===== config.mk =====
export PLATFORM = sky130hd
export DESIGN_NAME = mem_wb_stage
export DESIGN_NICKNAME = d
export VERILOG_FILES = /design/src/rtl/mem_wb_stage_pkg.sv /design/src/rtl/load_align.sv /design/src/rtl/mem_wb_stage.sv
export SDC_FILE = /design/constraint.sdc
export NUM_CORES = 1
export LEC_CHECK = 0
export CAP_MARGIN = 10
export CORE_ASPECT_RATIO = 1.5
export CORE_UTILIZATION = 40
export CTS_CLUSTER_SIZE = 30
export DETAILED_ROUTE_END_ITERATION = 10
export GPL_ROUTABILITY_DRIVEN = 0
export GPL_TIMING_DRIVEN = 0
export PLACE_DENSITY = 0.83
export SKIP_CTS_REPAIR_TIMING = 1
export SYNTH_ARGS = -nofsm -noshare
export SYNTH_HDL_FRONTEND = slang
export SYNTH_SLANG_ARGS = --single-unit

===== constraint.sdc =====
create_clock -name Clk -period 2 [get_ports Clk]
set_input_delay 0.4 -clock Clk [delete_from_list [all_inputs] [get_ports Clk]]
set_output_delay 0.4 -clock Clk [all_outputs]
set_load 0.02 [all_outputs]

===== src/rtl/mem_wb_stage_pkg.sv =====
// Shared definitions for the MEM/WB pipeline register: load kinds and width defaults.
package mem_wb_stage_pkg;

    localparam int DATA_W_DEFAULT = 32;
    localparam int REG_W_DEFAULT  = 5;

    // Load kind carried alongside a MEM entry; unlisted codes behave as LW.
    typedef enum logic [2:0] {
        LT_LW  = 3'b000,
        LT_LB  = 3'b001,
        LT_LBU = 3'b010,
        LT_LH  = 3'b011,
        LT_LHU = 3'b100
    } load_type_e;

endpackage


===== src/rtl/load_align.sv =====
// Combinational little-endian lane select, sign/zero extension and alignment fault.
module load_align
    import mem_wb_stage_pkg::*;
#(
    parameter int DATA_W = DATA_W_DEFAULT
) (
    input  logic [DATA_W-1:0] raw_word,
    input  logic [1:0]        addr,
    input  logic [2:0]        load_type,
    output logic [DATA_W-1:0] data,
    output logic              fault
);

    logic [7:0]  byte_sel;
    logic [15:0] half_sel;
    load_type_e  kind;

    assign kind = load_type_e'(load_type);

    // Pick the addressed lanes, then extend according to the load kind.
    always_comb begin
        // NOTE: every output gets a default before the case so no path leaves a latch.
        data     = raw_word;
        fault    = 1'b0;
        byte_sel = raw_word[{addr, 3'b000} +: 8];
        half_sel = addr[1] ? raw_word[31:16] : raw_word[15:0];
        case (kind)
            LT_LB:  data = {{(DATA_W-8){byte_sel[7]}}, byte_sel};
            LT_LBU: data = {{(DATA_W-8){1'b0}}, byte_sel};
            LT_LH: begin
                data  = {{(DATA_W-16){half_sel[15]}}, half_sel};
                fault = addr[0];
            end
            LT_LHU: begin
                data  = {{(DATA_W-16){1'b0}}, half_sel};
                fault = addr[0];
            end
            default: begin
                data  = raw_word;
                fault = (addr != 2'b00);
            end
        endcase
    end

endmodule


===== src/rtl/mem_wb_stage.sv =====
// MEM/WB pipeline register with load alignment, fault gating, stall/flush and retire counter.
module mem_wb_stage
    import mem_wb_stage_pkg::*;
#(
    parameter int DATA_W = DATA_W_DEFAULT,
    parameter int REG_W  = REG_W_DEFAULT
) (
    input  logic              Clk,
    input  logic              Rst,
    input  logic              Stall,
    input  logic              Flush,
    input  logic              In_Valid,
    input  logic              In_RegWrite,
    input  logic              In_MemtoReg,
    input  logic [2:0]        In_LoadType,
    input  logic [DATA_W-1:0] In_ALUResult,
    input  logic [DATA_W-1:0] In_MemData,
    input  logic [REG_W-1:0]  In_WriteReg,
    output logic              Valid,
    output logic              RegWrite,
    output logic              MemtoReg,
    output logic [DATA_W-1:0] ALUResult,
    output logic [DATA_W-1:0] DataMemory,
    output logic [REG_W-1:0]  WriteReg,
    output logic              Misaligned,
    output logic [DATA_W-1:0] FwdData,
    output logic [31:0]       RetiredCount
);

    logic [DATA_W-1:0] aligned_data;
    logic              align_fault;
    logic              fault;

    logic              valid_q, valid_d;
    logic              reg_write_q, reg_write_d;
    logic              mem_to_reg_q, mem_to_reg_d;
    logic              misaligned_q, misaligned_d;
    logic [DATA_W-1:0] alu_result_q, alu_result_d;
    logic [DATA_W-1:0] data_memory_q, data_memory_d;
    logic [REG_W-1:0]  write_reg_q, write_reg_d;
    logic [31:0]       retired_count_q, retired_count_d;

    load_align #(.DATA_W(DATA_W)) u_load_align (
        .raw_word  (In_MemData),
        .addr      (In_ALUResult[1:0]),
        .load_type (In_LoadType),
        .data      (aligned_data),
        .fault     (align_fault)
    );

    // A misaligned access only matters when the entry actually reads memory.
    assign fault = align_fault & In_MemtoReg;

    // Next state: flush clears to a bubble, stall holds, otherwise capture the MEM entry.
    always_comb begin
        valid_d         = valid_q;
        reg_write_d     = reg_write_q;
        mem_to_reg_d    = mem_to_reg_q;
        misaligned_d    = misaligned_q;
        alu_result_d    = alu_result_q;
        data_memory_d   = data_memory_q;
        write_reg_d     = write_reg_q;
        retired_count_d = retired_count_q;
        if (Flush) begin
            valid_d       = 1'b0;
            reg_write_d   = 1'b0;
            mem_to_reg_d  = 1'b0;
            misaligned_d  = 1'b0;
            alu_result_d  = '0;
            data_memory_d = '0;
            write_reg_d   = '0;
        end else if (!Stall) begin
            valid_d         = In_Valid;
            reg_write_d     = In_RegWrite & In_Valid & ~fault;
            mem_to_reg_d    = In_MemtoReg;
            misaligned_d    = fault;
            alu_result_d    = In_ALUResult;
            data_memory_d   = fault ? '0 : aligned_data;
            write_reg_d     = In_WriteReg;
            retired_count_d = retired_count_q + 32'(In_Valid);
        end
    end

    // State register with asynchronous clear.
    always_ff @(posedge Clk or negedge Rst) begin
        // NOTE: every flop, data fields included, is reset so outputs read 0 the instant Rst drops.
        if (!Rst) begin
            valid_q         <= 1'b0;
            reg_write_q     <= 1'b0;
            mem_to_reg_q    <= 1'b0;
            misaligned_q    <= 1'b0;
            alu_result_q    <= '0;
            data_memory_q   <= '0;
            write_reg_q     <= '0;
            retired_count_q <= '0;
        end else begin
            // NOTE: non-blocking so all fields sample the same pre-edge _d values.
            valid_q         <= valid_d;
            reg_write_q     <= reg_write_d;
            mem_to_reg_q    <= mem_to_reg_d;
            misaligned_q    <= misaligned_d;
            alu_result_q    <= alu_result_d;
            data_memory_q   <= data_memory_d;
            write_reg_q     <= write_reg_d;
            retired_count_q <= retired_count_d;
        end
    end

    assign Valid        = valid_q;
    assign RegWrite     = reg_write_q;
    assign MemtoReg     = mem_to_reg_q;
    assign Misaligned   = misaligned_q;
    assign ALUResult    = alu_result_q;
    assign DataMemory   = data_memory_q;
    assign WriteReg     = write_reg_q;
    assign RetiredCount = retired_count_q;
    assign FwdData      = mem_to_reg_q ? data_memory_q : alu_result_q;

endmodule


[Word level (Yosys, flattened, before mapping)]
Index checks and enable logic that the tools add are counted.
Operators by class
  mux-type cells: 19
  divide/modulo/power cells: 0
  multiply operators: 0
  $lt $le $gt $ge: 0
  reduce and logical (&&, ||, !) cells: 4
  eq/ne operators: 5
  bitwise gates (word level): 6
  shifts and indexed selects: 1
  add/sub/neg operators: 1
Operator list (number)
  two-way mux 32 bit: 6
  case mux 32 bit (4 select lines): 1
  adder 32 x 1 -> 32 bit: 1
  variable part select 32 x 6 -> 8 bit: 1
  two-way mux 16 bit: 1
  two-way mux 5 bit: 2
  two-way mux 1 bit: 8
  equality test 3 x 2 -> 1 bit, second input constant: 2
  OR reduction 2 bit: 2
  AND 1 bit: 3
  equality test 3 x 1 -> 1 bit, second input constant: 1
  equality test 3 bit, second input constant: 1
  NOT 1 bit: 3
  != test 2 x 1 -> 1 bit, second input constant: 1
  case mux 1 bit (2 select lines): 1
  AND reduction 2 bit: 1
  nonzero test 2 bit: 1
Storage, ports and cells
  RAM bits: 0
  ROM bits: 0
  bits of input ports: 79
  memories kept: 0
  logic and storage cells: 44
  bits in registers: 105
  latch bits: 0

[Logic depth before layout (Yosys ltp)]
  word-level depth: 8
  gate-level depth with buffers: 7
  depth with buffers taken out: 6

[By module]
A second synthesis with hierarchy kept.
Second synthesis, totals
  cells, all modules: 507
  area total of the unflattened synthesis: 5576.6 um^2
By module, submodules not included
  mem_wb_stage: area each 4744.6 um^2, cells an instance 380, instances 1
  load_align: area each 832.0 um^2, cells an instance 127, instances 1

[Worst setup path after synthesis]
Ideal clock, no wire load.
  path kind: register to register
  from: register retired_count_q[0] (netlist: RetiredCount[0])
  to: register retired_count_q[20] (netlist: RetiredCount[20])
  path slack: -282 ps
  cell stages (with the launch flop): 8
  path buffers: 1
  period minus slack after synthesis: 2282 ps
  setup time: 80 ps
  arrival time: 2202 ps
  data required time: 1920 ps
  cell sequence: dfrtp_1 > ha_1 > ha_1 > or3b_1 > buf_2 > or4_4 > nor4_4 > xor2_1
Between the ends
  word-level cells in the longest chain between the ends: 1
RTL lines
  start, declared: RTL line mem_wb_stage.sv:41  | logic [31:0] retired_count_q, retired_count_d;
  start signal, assigned: RTL line mem_wb_stage.sv:105  | retired_count_q <= retired_count_d;
  adder 32 x 1 -> 32 bit: RTL line mem_wb_stage.sv:80  | retired_count_d = retired_count_q + 32'(In_Valid);
No other way between the ends.
A chain may end at the register's enable or synchronous reset.

[Worst setup path after layout]
  from: register retired_count_q[0] (netlist: RetiredCount[0])
  to: register retired_count_q[18] (netlist: RetiredCount[18])
The elaborated chain is that of the path after synthesis.

==> impl_metrics.toml <==
[floorplan]
die_area_um2 = 14000
num_io_pins = 216
die_h_um = 145
initial_utilization = 0.414
core_area_um2 = 13100
rows = 51
die_w_um = 97.0

[synth]
synth_fp_nets = 578
ys_async_sr_fraction = 1.00
ys_warn_count = 0
ys.flop_type = "dfrtp_1"
synth.top_cell.area_share = 0.485
netlist_instances = 497
synth.largest_area_cell = "dfrtp_1"
synthesis.area_um2 = 5420
synth-edff-count = 0
synth-seq-cells = 105
synthDistinctLibCells = 50
yosysSeqAreaShare = 0.485
synth.avg_cell_area_um2 = 10.9
synth_area_leaders = "dfrtp_1 49%, mux2i_1 10%, mux2_2 7.1%"

[detailed_routing]
drtIter0Drc = 211
drt-pass1-iter-count = 7
finalWirelength_mm = 18.2
drc_errors = 0
final_antenna_net_count = 0
via_count = 5028
wire_per_inst_um = 20.2
vias_per_cell = 5.60

[power_and_ir_drop]
p_sw_uw = 1770
sequentialPowerShare = 0.418
p_leak_uw = 0.00383
p_comb_frac = 0.260
power_uw = 5760
irDropWorstVdd_mv = 0.434
internal_power_uw = 4000
power_density_nw_per_um2 = 691
p_clk_frac = 0.322
p_sw_frac = 0.307

[layout]
drive_gt1_frac = 0.204
regArea_um2 = 2630
fin_nets = 815
finish.utilization = 0.638
antenna_cells = 0
multi_input_area_um2 = 2760
area_delta_synth_final_pct = 54.1
nFillCells = 989

[sta]
finalWorstSetupSlack_ps = -129
finalCriticalPeriod_ps = 2130
fmax_mhz = 470
timing.final.crit_share = 1.06
timing.slew.headroom = 0.358
tightest_slew_ps = 955
slew_violations = 0
fin_skew_ps = 9.95
finalHoldWorstSlack_ps = 59.1
setup_viol = 9
finalHoldViolCount = 0
rsz0062_at_grt = "true"

[clocking]
cts.htree.levels = 3
cts_tree = "built"
cts.reportedPaths.clkPinSlew_ps = 80
worst_skew_pair.late_latency_ps = 350
clockRootBuffer = "clkbuf_16"
clockBufferDepth = 2
cts_sinks = 105
cts_inserted_buffers = 9

[global_routing]
overflow = 0
grt_max_degree = 64
antenna_found_initial = 0
grt_pass1_vias = 5078
grt_usage = 0.244
grt_pass1_wl_mm = 26.9

[worst_setup_path]
r2r-start = "RetiredCount[0]$_DFFE_PN0P_"
r2r_end = "RetiredCount[18]$_DFFE_PN0P_"
crit_fanout = 4
arrival_ps = 2370
crit_required_ps = 2240
worstSetupPathType = "reg -> reg"
cp-start-kind = "flop"
rrSetupSlack_ps = -130
rr_worst_depth = 7
worstSetupEndpointType = "flop"

[run_status]
violations = "negative setup slack"
run_status = "finished with violations"

[placed_design]
port_buffers = 210
dpl.hpwl_mm = 13.4

[min_path]
min_path_type = "in -> async"

[run]
maxCapViolations = 0
==> how the worst max path moves through the flow <==
stage,start,to
after CTS,MemtoReg$_DFFE_PN0P_,FwdData[6]
final,RetiredCount[0]$_DFFE_PN0P_,RetiredCount[18]$_DFFE_PN0P_
after global placement,Rst,RetiredCount[0]$_DFFE_PN0P_
after floorplan,RetiredCount[0]$_DFFE_PN0P_,RetiredCount[14]$_DFFE_PN0P_
after global routing,RetiredCount[0]$_DFFE_PN0P_,RetiredCount[18]$_DFFE_PN0P_
after detailed placement,In_LoadType[2],DataMemory[20]$_DFFE_PN0P_
==> power groups by stage <==
stage               registers (uW)  logic, uW  clock network [uW]
floorplan                     2580        524                   0
global placement              2450       1370                   0
detailed placement            2450       1410                   0
CTS                           2410       1410                1880
global route                  2430       1590                1970
finish                        2410       1500                1860
==> cells by family after synthesis <==
logic type	share of synthesized area
multiplexers	0.175
AND/OR/NAND/NOR	0.148
flip-flops	0.485
AO/OA/AOI/OAI	0.108
adder cells (fa/ha/maj)	0.00462
XOR/XNOR	0.0501
buffers and inverters	0.0303
==> area by class of cell <==
class                           instances  area share
Multi-Input combinational cell        353       0.331
Inverter                                8     0.00360
Clock buffer                            9      0.0270
Sequential cell                       105       0.315
Buffer                                 30      0.0259
Tap cell                              159      0.0238
Clock inverter                          7      0.0102
Timing Repair Buffer                  227       0.264
==> worst max-delay path, cell delays in order, from the launching register on <==
cell     delay (ps)
dfrtp_2         380
ha_4            150
ha_4            120
or3b_1          350
buf_6           130
or4_4           490
nor4_4          180
xor2_1          240
==> registers in the layout, indices dropped and copies added (netlist names) <==
register and flops:
ALUResult 32, DataMemory 32, RetiredCount 32, WriteReg 5, MemtoReg 1, Misaligned 1
RegWrite 1, Valid 1
==> per-layer routing <==
metal / track usage / up-vias / part of all wire
met3: 0.0503 / 54 / 0.058
met1: 0.263 / 2466 / 0.36
met2: 0.448 / 244 / 0.53
li1: - / 2264 / -
met5: 0 / - / 0
met4: 0.132 / 0 / 0.050
==> synthesized netlist by cell type (all sizes together) (4+ instances only) <==
cell / count
xor2: 10
nand4: 10
inv: 8
mux2: 34
a22oi: 6
dfrtp: 105
nor2: 62
and3: 5
or2: 11
o31ai: 17
a32o: 16
clkbuf: 18
mux2i: 54
buf: 13
nand2: 30
nor4: 8
o22ai: 6
o21ai: 12
nor3: 8
a21oi: 4
nand3: 10
xnor2: 21
a2bb2oi: 6
==> placed cells by master, fill, tap and decap left out, drive strengths merged, types with 9 or more instances in the layout <==
master	n
clkbuf	31
mux2	34
xor2	10
nand2	30
inv	11
o21ai	12
nor2	62
o31ai	17
mux2i	54
buf	55
nand4	10
clkdlybuf4s50	171
dlymetal6s2s	9
dfrtp	105
xnor2	21
a32o	16
nand3	10
or2	11
==> through the flow <==
step           std cells  worst slack, ps  setup TNS, ps  cell area (um2)
6_report             898             -129           -194             8350
5_1_grt              898             -189          -1630             8350
3_5_place_dp         867             -817         -49860             7790
2_1_floorplan        497            -48.8          -95.9             5460
4_1_cts              883             -985         -41740             8100
3_3_place_gp         866            -3780        -404010             7760
No activity file was read; power rests on OpenSTA's default activity.
